File: config.mk
export PLATFORM = sky130hd
export DESIGN_NAME = axi_ar_arbiter
export DESIGN_NICKNAME = d
export VERILOG_FILES = /design/src/rtl/axi_ar_arbiter.sv
export SDC_FILE = /design/constraint.sdc
export NUM_CORES = 1
export LEC_CHECK = 0
export ABC_AREA = 1
export CORE_MARGIN = 3
export CORE_UTILIZATION = 55
export DETAILED_ROUTE_END_ITERATION = 16
export GPL_TIMING_DRIVEN = 0
export PLACE_DENSITY = 0.87
export SLEW_MARGIN = 20
export SYNTH_ARGS = -nofsm -noshare
export SYNTH_HDL_FRONTEND = slang
export SYNTH_SLANG_ARGS = --single-unit
File: constraint.sdc
create_clock -name ACLK -period 2.8 [get_ports ACLK]
set_input_delay 0.84 -clock ACLK [delete_from_list [all_inputs] [get_ports ACLK]]
set_output_delay 0.84 -clock ACLK [all_outputs]
set_load 0.005 [all_outputs]
File: src/rtl/axi_ar_arbiter.sv
// Round-robin arbiter for the AXI read-address channel. A grant is held from AR
// handshake until the burst's RLAST handshake, with a watchdog for stuck bursts.
module axi_ar_arbiter #(
  parameter int NUM_MASTERS = 2,
  parameter int MID_W       = 3,
  parameter int TIMEOUT     = 1024,
  parameter int CNT_W       = 11
) (
  input  logic                   ACLK,
  input  logic                   ARESETn,
  input  logic [NUM_MASTERS-1:0] ARVALID_M,
  output logic [NUM_MASTERS-1:0] ARREADY_M,
  output logic                   ARVALID_S,
  input  logic                   ARREADY_S,
  input  logic                   RVALID_S,
  input  logic                   RREADY_S,
  input  logic                   RLAST_S,
  output logic [NUM_MASTERS-1:0] GRANT,
  output logic [MID_W-1:0]       GRANT_ID,
  output logic                   BUSY,
  output logic                   TIMEOUT_ERR
);

  localparam logic [1:0] ST_IDLE = 2'd0;
  localparam logic [1:0] ST_ADDR = 2'd1;
  localparam logic [1:0] ST_DATA = 2'd2;

  logic [1:0]             state_reg, state_next;
  logic [MID_W-1:0]       ptr_reg, ptr_next;
  logic [NUM_MASTERS-1:0] grant_reg, grant_next;
  logic [MID_W-1:0]       grant_id_reg, grant_id_next;
  logic [CNT_W-1:0]       wd_cnt_reg, wd_cnt_next;
  logic                   timeout_err_reg, timeout_err_next;

  logic                   pick_found;
  logic [MID_W-1:0]       pick_id;
  logic [MID_W:0]         idx_w;
  logic                   ar_hs;
  logic                   r_last_hs;
  logic                   wd_expired;
  logic [MID_W-1:0]       ptr_adv;

  // Scan requesters starting at the pointer; idx_w is one bit wider so ptr+i never overflows
  always_comb begin
    pick_found = 1'b0;
    pick_id    = '0;
    idx_w      = '0;
    for (int i = 0; i < NUM_MASTERS; i++) begin
      idx_w = {1'b0, ptr_reg} + (MID_W+1)'(i);
      if (idx_w >= (MID_W+1)'(NUM_MASTERS))
        idx_w = idx_w - (MID_W+1)'(NUM_MASTERS);
      if (!pick_found && |(ARVALID_M & (NUM_MASTERS'(1) << idx_w))) begin
        pick_found = 1'b1;
        pick_id    = idx_w[MID_W-1:0];
      end
    end
  end

  assign ARVALID_S  = (state_reg == ST_ADDR) && |(ARVALID_M & grant_reg);
  assign ar_hs      = ARVALID_S && ARREADY_S;
  assign r_last_hs  = RVALID_S && RREADY_S && RLAST_S;
  assign wd_expired = (TIMEOUT != 0) && (wd_cnt_reg == CNT_W'(TIMEOUT - 1));
  assign ptr_adv    = (grant_id_reg == MID_W'(NUM_MASTERS - 1)) ? '0 : grant_id_reg + 1'b1;

  genvar gi;
  generate
    for (gi = 0; gi < NUM_MASTERS; gi++) begin : g_arready
      assign ARREADY_M[gi] = (state_reg == ST_ADDR) && grant_reg[gi] && ARREADY_S;
    end
  endgenerate

  always_comb begin
    state_next       = state_reg;
    ptr_next         = ptr_reg;
    grant_next       = grant_reg;
    grant_id_next    = grant_id_reg;
    wd_cnt_next      = wd_cnt_reg;
    timeout_err_next = 1'b0;
    case (state_reg)
      ST_IDLE: begin
        if (pick_found) begin
          grant_next    = NUM_MASTERS'(1) << pick_id;
          grant_id_next = pick_id;
          state_next    = ST_ADDR;
        end
      end
      ST_ADDR: begin
        if (ar_hs) begin
          state_next  = ST_DATA;
          wd_cnt_next = '0;
        end
      end
      ST_DATA: begin
        if (wd_cnt_reg != {CNT_W{1'b1}})
          wd_cnt_next = wd_cnt_reg + 1'b1;
        // A real RLAST handshake takes precedence over a watchdog expiry in the same cycle
        if (r_last_hs || wd_expired) begin
          state_next       = ST_IDLE;
          grant_next       = '0;
          grant_id_next    = '0;
          ptr_next         = ptr_adv;
          timeout_err_next = !r_last_hs;
        end
      end
      default: begin
        state_next    = ST_IDLE;
        grant_next    = '0;
        grant_id_next = '0;
      end
    endcase
  end

  always_ff @(posedge ACLK) begin
    if (!ARESETn) begin
      state_reg       <= ST_IDLE;
      ptr_reg         <= '0;
      grant_reg       <= '0;
      grant_id_reg    <= '0;
      wd_cnt_reg      <= '0;
      timeout_err_reg <= 1'b0;
    end else begin
      state_reg       <= state_next;
      ptr_reg         <= ptr_next;
      grant_reg       <= grant_next;
      grant_id_reg    <= grant_id_next;
      wd_cnt_reg      <= wd_cnt_next;
      timeout_err_reg <= timeout_err_next;
    end
  end

  assign GRANT       = grant_reg;
  assign GRANT_ID    = grant_id_reg;
  assign BUSY        = (state_reg != ST_IDLE);
  assign TIMEOUT_ERR = timeout_err_reg;

endmodule

## Yosys cells after proc, flatten, opt, wreduce, memory -nomap -nowiden

Cells that the tools add are included.

- Input bits: 8
- Word-level logic and storage cells: 71
- Bits in registers: 22
- Output and inout port bits: 10

- Reductions and logical operators: 23
- Equal/unequal tests: 9
- Bitwise operators: 4
- Order comparisons: 2
- Multiplexer cells: 19
- $add $sub $neg: 5
- Shift-type cells: 3

Operators with widths:

| kind | count |
|---|---|
| $mux 11 | 2 |
| $pmux 11 s2 | 1 |
| $mux 3 | 5 |
| $pmux 2 s3 | 2 |
| $reduce_and 3->1 | 4 |
| $add 11x1->11 const B | 1 |
| $eq 11x10->1 const B | 1 |
| $ne 11x11->1 const B | 1 |
| $logic_and 1x1->1 | 9 |
| $pmux 3 s3 | 1 |
| $mux 2 | 4 |
| $mux 4 | 2 |
| $ne 2x2->1 const B | 4 |
| $shl 1x4->2 const A | 2 |
| $and 2x2->2 | 3 |
| $reduce_or 2->1 | 3 |
| $add 3x1->4 const B | 1 |
| $ge 4x2->1 const B | 1 |
| $reduce_bool 2->1 | 2 |
| $sub 3x2->4 const B | 1 |
| $sub 4x2->4 const B | 1 |
| $add 3x1->3 const B | 1 |
| $eq 3x1->1 const B | 1 |
| $ge 3x2->1 const B | 1 |
| 9 further kinds | 11 |

## Longest topological paths before layout

- Depth in word-level cells: 12
- Mapped depth: 14
- Mapped depth without buffers: 14

## Worst setup path before layout

Ideal clock, no wire load.

- Kind: input port to output port
- Start: input port ARVALID_M[1]
- End: output port ARVALID_S
- Stages on the path: 2
- Buffers on the path: 0
- Arrival time: 1.096 ns
- Path slack: 0.864 ns
- Required time: 1.960 ns
- Cell sequence: nand2_1 > a21oi_4

- Cells in the longest elaborated chain, start to end: 3

RTL lines:

| item | line | RTL |
|---|---|---|
| start: declaration | 11 | `input logic [NUM_MASTERS-1:0] ARVALID_M,` |
| $and 2x2->2 | 59 | `assign ARVALID_S = (state_reg == ST_ADDR) && \|(ARVALID_M & grant_reg);` |
| $reduce_or 2->1 | 59 |  |
| $logic_and 1x1->1 | 59 |  |
| end: declaration | 13 | `output logic ARVALID_S,` |

No other way between the ends.

## Worst setup path after layout

- Start: input port ARREADY_S
- End: output port ARREADY_M[1]

- Cells in the longest elaborated chain, start to end: 1

RTL lines:

| item | line | RTL |
|---|---|---|
| start: declaration | 14 | `input logic ARREADY_S,` |
| $logic_and 1x1->1 | 68 | `assign ARREADY_M[gi] = (state_reg == ST_ADDR) && grant_reg[gi] && ARREADY_S;` |
| end: declaration | 12 | `output logic [NUM_MASTERS-1:0] ARREADY_M,` |

No other way between the ends.

==> metrics.md <==
| Metric | Value |
|---|---|
| Sw frac | 0.259 |
| DR vias/cell | 5.46 |
| Post-synth top area cell | dfxtp_1 |
| Antenna cell count | 0 |
| Ports | 18 |
| Clock power frac | 0.299 |
| Synthesized cell area | ~1300 um2 |
| Setup slack after layout | 132 ps |
| Setup Skew | 3.58 ps |
| Slowest cell on crit path | clkdlybuf4s50_1 |
| Slew @ Worst Pin | 285 ps |
| Run status | complete, no violations |
| Finish-stage setup viols | 0 |
| Die area | 2970 um2 |
| Reg clk slew, reported paths | about 120 ps |
| Hold endpoint | wd_cnt_reg[6] |
| Fmax | between 300 and 400 MHz |
| Worst min-delay path startpoint | wd_cnt_reg[6] |
| Post-synth EDFFs | 0 |
| Pin count of the biggest net entering global routing | 13 |
| P_sw | between 0.15 and 0.2 mW |
| Vias in the first global route | between 1000 and 1500 |
| Synth-to-Final Area Change | 18.8% |
| HP Class | flip-flop to flip-flop |
| Inserted Clock Buffers | 3 |
| Yosys reg bits | 22 |
| R2R Setup Slk | ~840 ps |
| LEAKAGE | approximately 0.67 nW |
| Synth top area share | 0.340 |
| Post-route insts no fill | between 200 and 250 |
| Post-synthesis cell count | 191 |
| Max reg flops | 11 |
| Final-layout fill cell count | 182 |
| Synth Net Count | between 200 and 250 |
| Pwr Total | roughly 0.6 mW |
| DRC Markers | 0 |
| Crit path arrival time | roughly 1800 ps |
| Async set-reset flop share out of synthesis | 0 |
| Sequential share of power | 0.553 |
| Min cycle time layout | 2670 ps |
| First-pass GRT wire length | 4.99 mm |
| Peak VDD IR | roughly 300 uV |
| GP Congestion | approximately 0.83 |
| Post-place setup slack | -265 ps |
| Core area | 2100 um2 |
| R2r worst-path depth | 12 |
| Unique masters post-synth | 27 |
| Post-route ant nets | 0 |
| Initial core utilization | 0.616 |
| Pwr dens | 385 nW/um2 |
| Vias after detailed routing | around 1300 |
| Final Hold Viols | 0 |
| RR Endpoint | GRANT[0] |
| RSZ-0062 raised after global routing | false |
| # placed instances | around 240 |
| CTS max path bufs | 2 |
| Seq/Total Area, Yosys | 0.340 |
| Crit path cell chain | dlygate4sd2_1, nand2_1, nor2_1, clkdlybuf4s50_1 |
| Critical path endpoint category | primary output |
| Grt total ovfl | 0 |
| Worst setup SP type | primary input |
| CP Max Fanout | 3 |
| Layout cells sized above 1 | 0.117 |
| H-tree levels | 1 |
| Initial antenna violation count | 0 |
| Launch point of the worst reg-to-reg path | ptr_reg[0] |
| Top FF cell, synth | dfxtp_1 |
| Crit-path max cell delay | between 500 and 600 ps |
| Critical path class | primary input to primary output |
| Die X | 54.5 um |
| Hold Path Cell Cnt | 2 |
| CP Data Required Time | 1960 ps |
| Final period utilization | 0.953 |
| Tot GR Track Use | 0.231 |
| P_int | between 0.4 and 0.5 mW |
| Syn Area/Cell | between 6 and 7 um2 |
| Initial DRT Pass Iterations | 4 |
| Dpl hpwl | roughly 2.2 mm |
| Initial drt markers | 37 |
| CTS tree | built |
| Yosys warns | 0 |
| Avg WL per Cell | ~12 um |
| Sink Count | 22 |
| Clock root cell | clkbuf_4 |
| Row cnt | 16 |
| DIE HEIGHT | between 50 and 60 um |
| Synth top area cells | dfxtp_1, nand2_1, a21oi_1, nand3_1, inv_1 |
| Number of port buffers | 17 |
| Final Max Slew Viols | 0 |
| Worst-Skew Late Latency | around 320 ps |
| Nets | roughly 230 |
| Max Cap Viol | 0 |
| Post-cts hold buffer count | 0 |
| Comb pwr share | 0.148 |
| Drt total wl | roughly 2.9 mm |
| Max_slew headroom | 0.809 |
==> worst max-delay path: cells and delay by family <==
kind                   cells  cell delay [ps]
buffers and inverters      2              790
and+or+nand+nor            2              200
==> kinds of logic (layout without fill, tap and decap cells) <==
family,count (synthesis),in the layout,synth area share
adder cells (fa/ha/maj),6,6,0.0580
flip-flops,22,22,0.340
AND/OR/NAND/NOR,98,98,0.348
AO/OA/AOI/OAI,35,35,0.163
XOR/XNOR,1,1,0.00676
buffers and inverters,29,51,0.0841
==> power by group through the flow <==
stage,Combinational [mW],Clock (mW),Sequential [mW]
floorplan,0.0498,0,0.334
global placement,0.0846,0,0.334
detailed placement,0.0870,0,0.335
CTS,0.0868,0.178,0.328
global route,0.0970,0.196,0.329
finish,0.0875,0.177,0.328
==> metrics by stage <==
step / area [um2] / hold WS (ps) / setup TNS [ps] / util
2_1_floorplan: 1290 / 439 / 0 / -
3_3_place_gp: 1500 / 449 / -381 / 0.713
3_5_place_dp: 1500 / 452 / -496 / 0.713
4_1_cts: 1540 / 471 / 0 / 0.732
5_1_grt: 1540 / 495 / 0 / 0.732
6_report: 1540 / 468 / 0 / 0.732
==> how the worst max path moves through the flow <==
stage / to / start / cells past startpoint / slack [ps]
3_5_place_dp: ARVALID_S / ARVALID_M[1] / 4 / -260
2_1_floorplan: ARVALID_S / ARVALID_M[1] / 2 / 860
3_3_place_gp: ARVALID_S / ARVALID_M[1] / 4 / -220
4_1_cts: ARVALID_S / ARVALID_M[0] / 4 / 130
5_1_grt: ARREADY_M[1] / ARREADY_S / 4 / 90
6_report: ARREADY_M[1] / ARREADY_S / 4 / 130
==> layer usage <==
| layer | wire length, um | track usage | vias up |
|---|---|---|---|
| met4 | 41 | 0.0830 | 0 |
| met5 | 0 | 0 | - |
| met2 | 1370 | 0.390 | 46 |
| li1 | - | - | 668 |
| met1 | 1280 | 0.282 | 587 |
| met3 | 179 | 0.0545 | 10 |
==> final cells by class <==
cell class	instances	area, um2	area share
clock buffers	4	36.3	0.0236
multi-input cells	140	746	0.485
repair buffers	18	174	0.113
well taps	27	33.8	0.0220
flip-flops and latches	22	440	0.286
inverters	29	109	0.0707
==> synth_stat cells, types with 2 or more instances <==
| library cell | n |
|---|---|
| ha_1 | 6 |
| nand4_1 | 2 |
| inv_2 | 4 |
| nor3_1 | 3 |
| inv_1 | 24 |
| o21a_1 | 2 |
| nor2_1 | 14 |
| dfxtp_1 | 22 |
| o21ai_0 | 5 |
| nand2_2 | 6 |
| nand2_1 | 46 |
| or2_2 | 2 |
| nand3_1 | 19 |
| nand2_4 | 2 |
| a21oi_1 | 20 |
| o211ai_1 | 2 |
| o21ai_1 | 2 |
==> cell usage in the layout, fill, tap and decap left out, types with 4 or more instances in the layout <==
cell | synthesis | layout
nand3_1 | 19 | 19
a21oi_1 | 20 | 20
clkdlybuf4s50_1 | 0 | 14
nand2_1 | 46 | 46
o21ai_0 | 5 | 5
inv_1 | 24 | 24
ha_1 | 6 | 6
dfxtp_1 | 22 | 22
nor2_1 | 14 | 14
nand2_2 | 6 | 6
inv_2 | 4 | 4
==> timing repair <==
item,in CTS,in global routing
resized for setup,3,0
buffers inserted,1,0
setup endpoints to repair,3,0
Note: power is estimated with default switching activity, not from simulation.
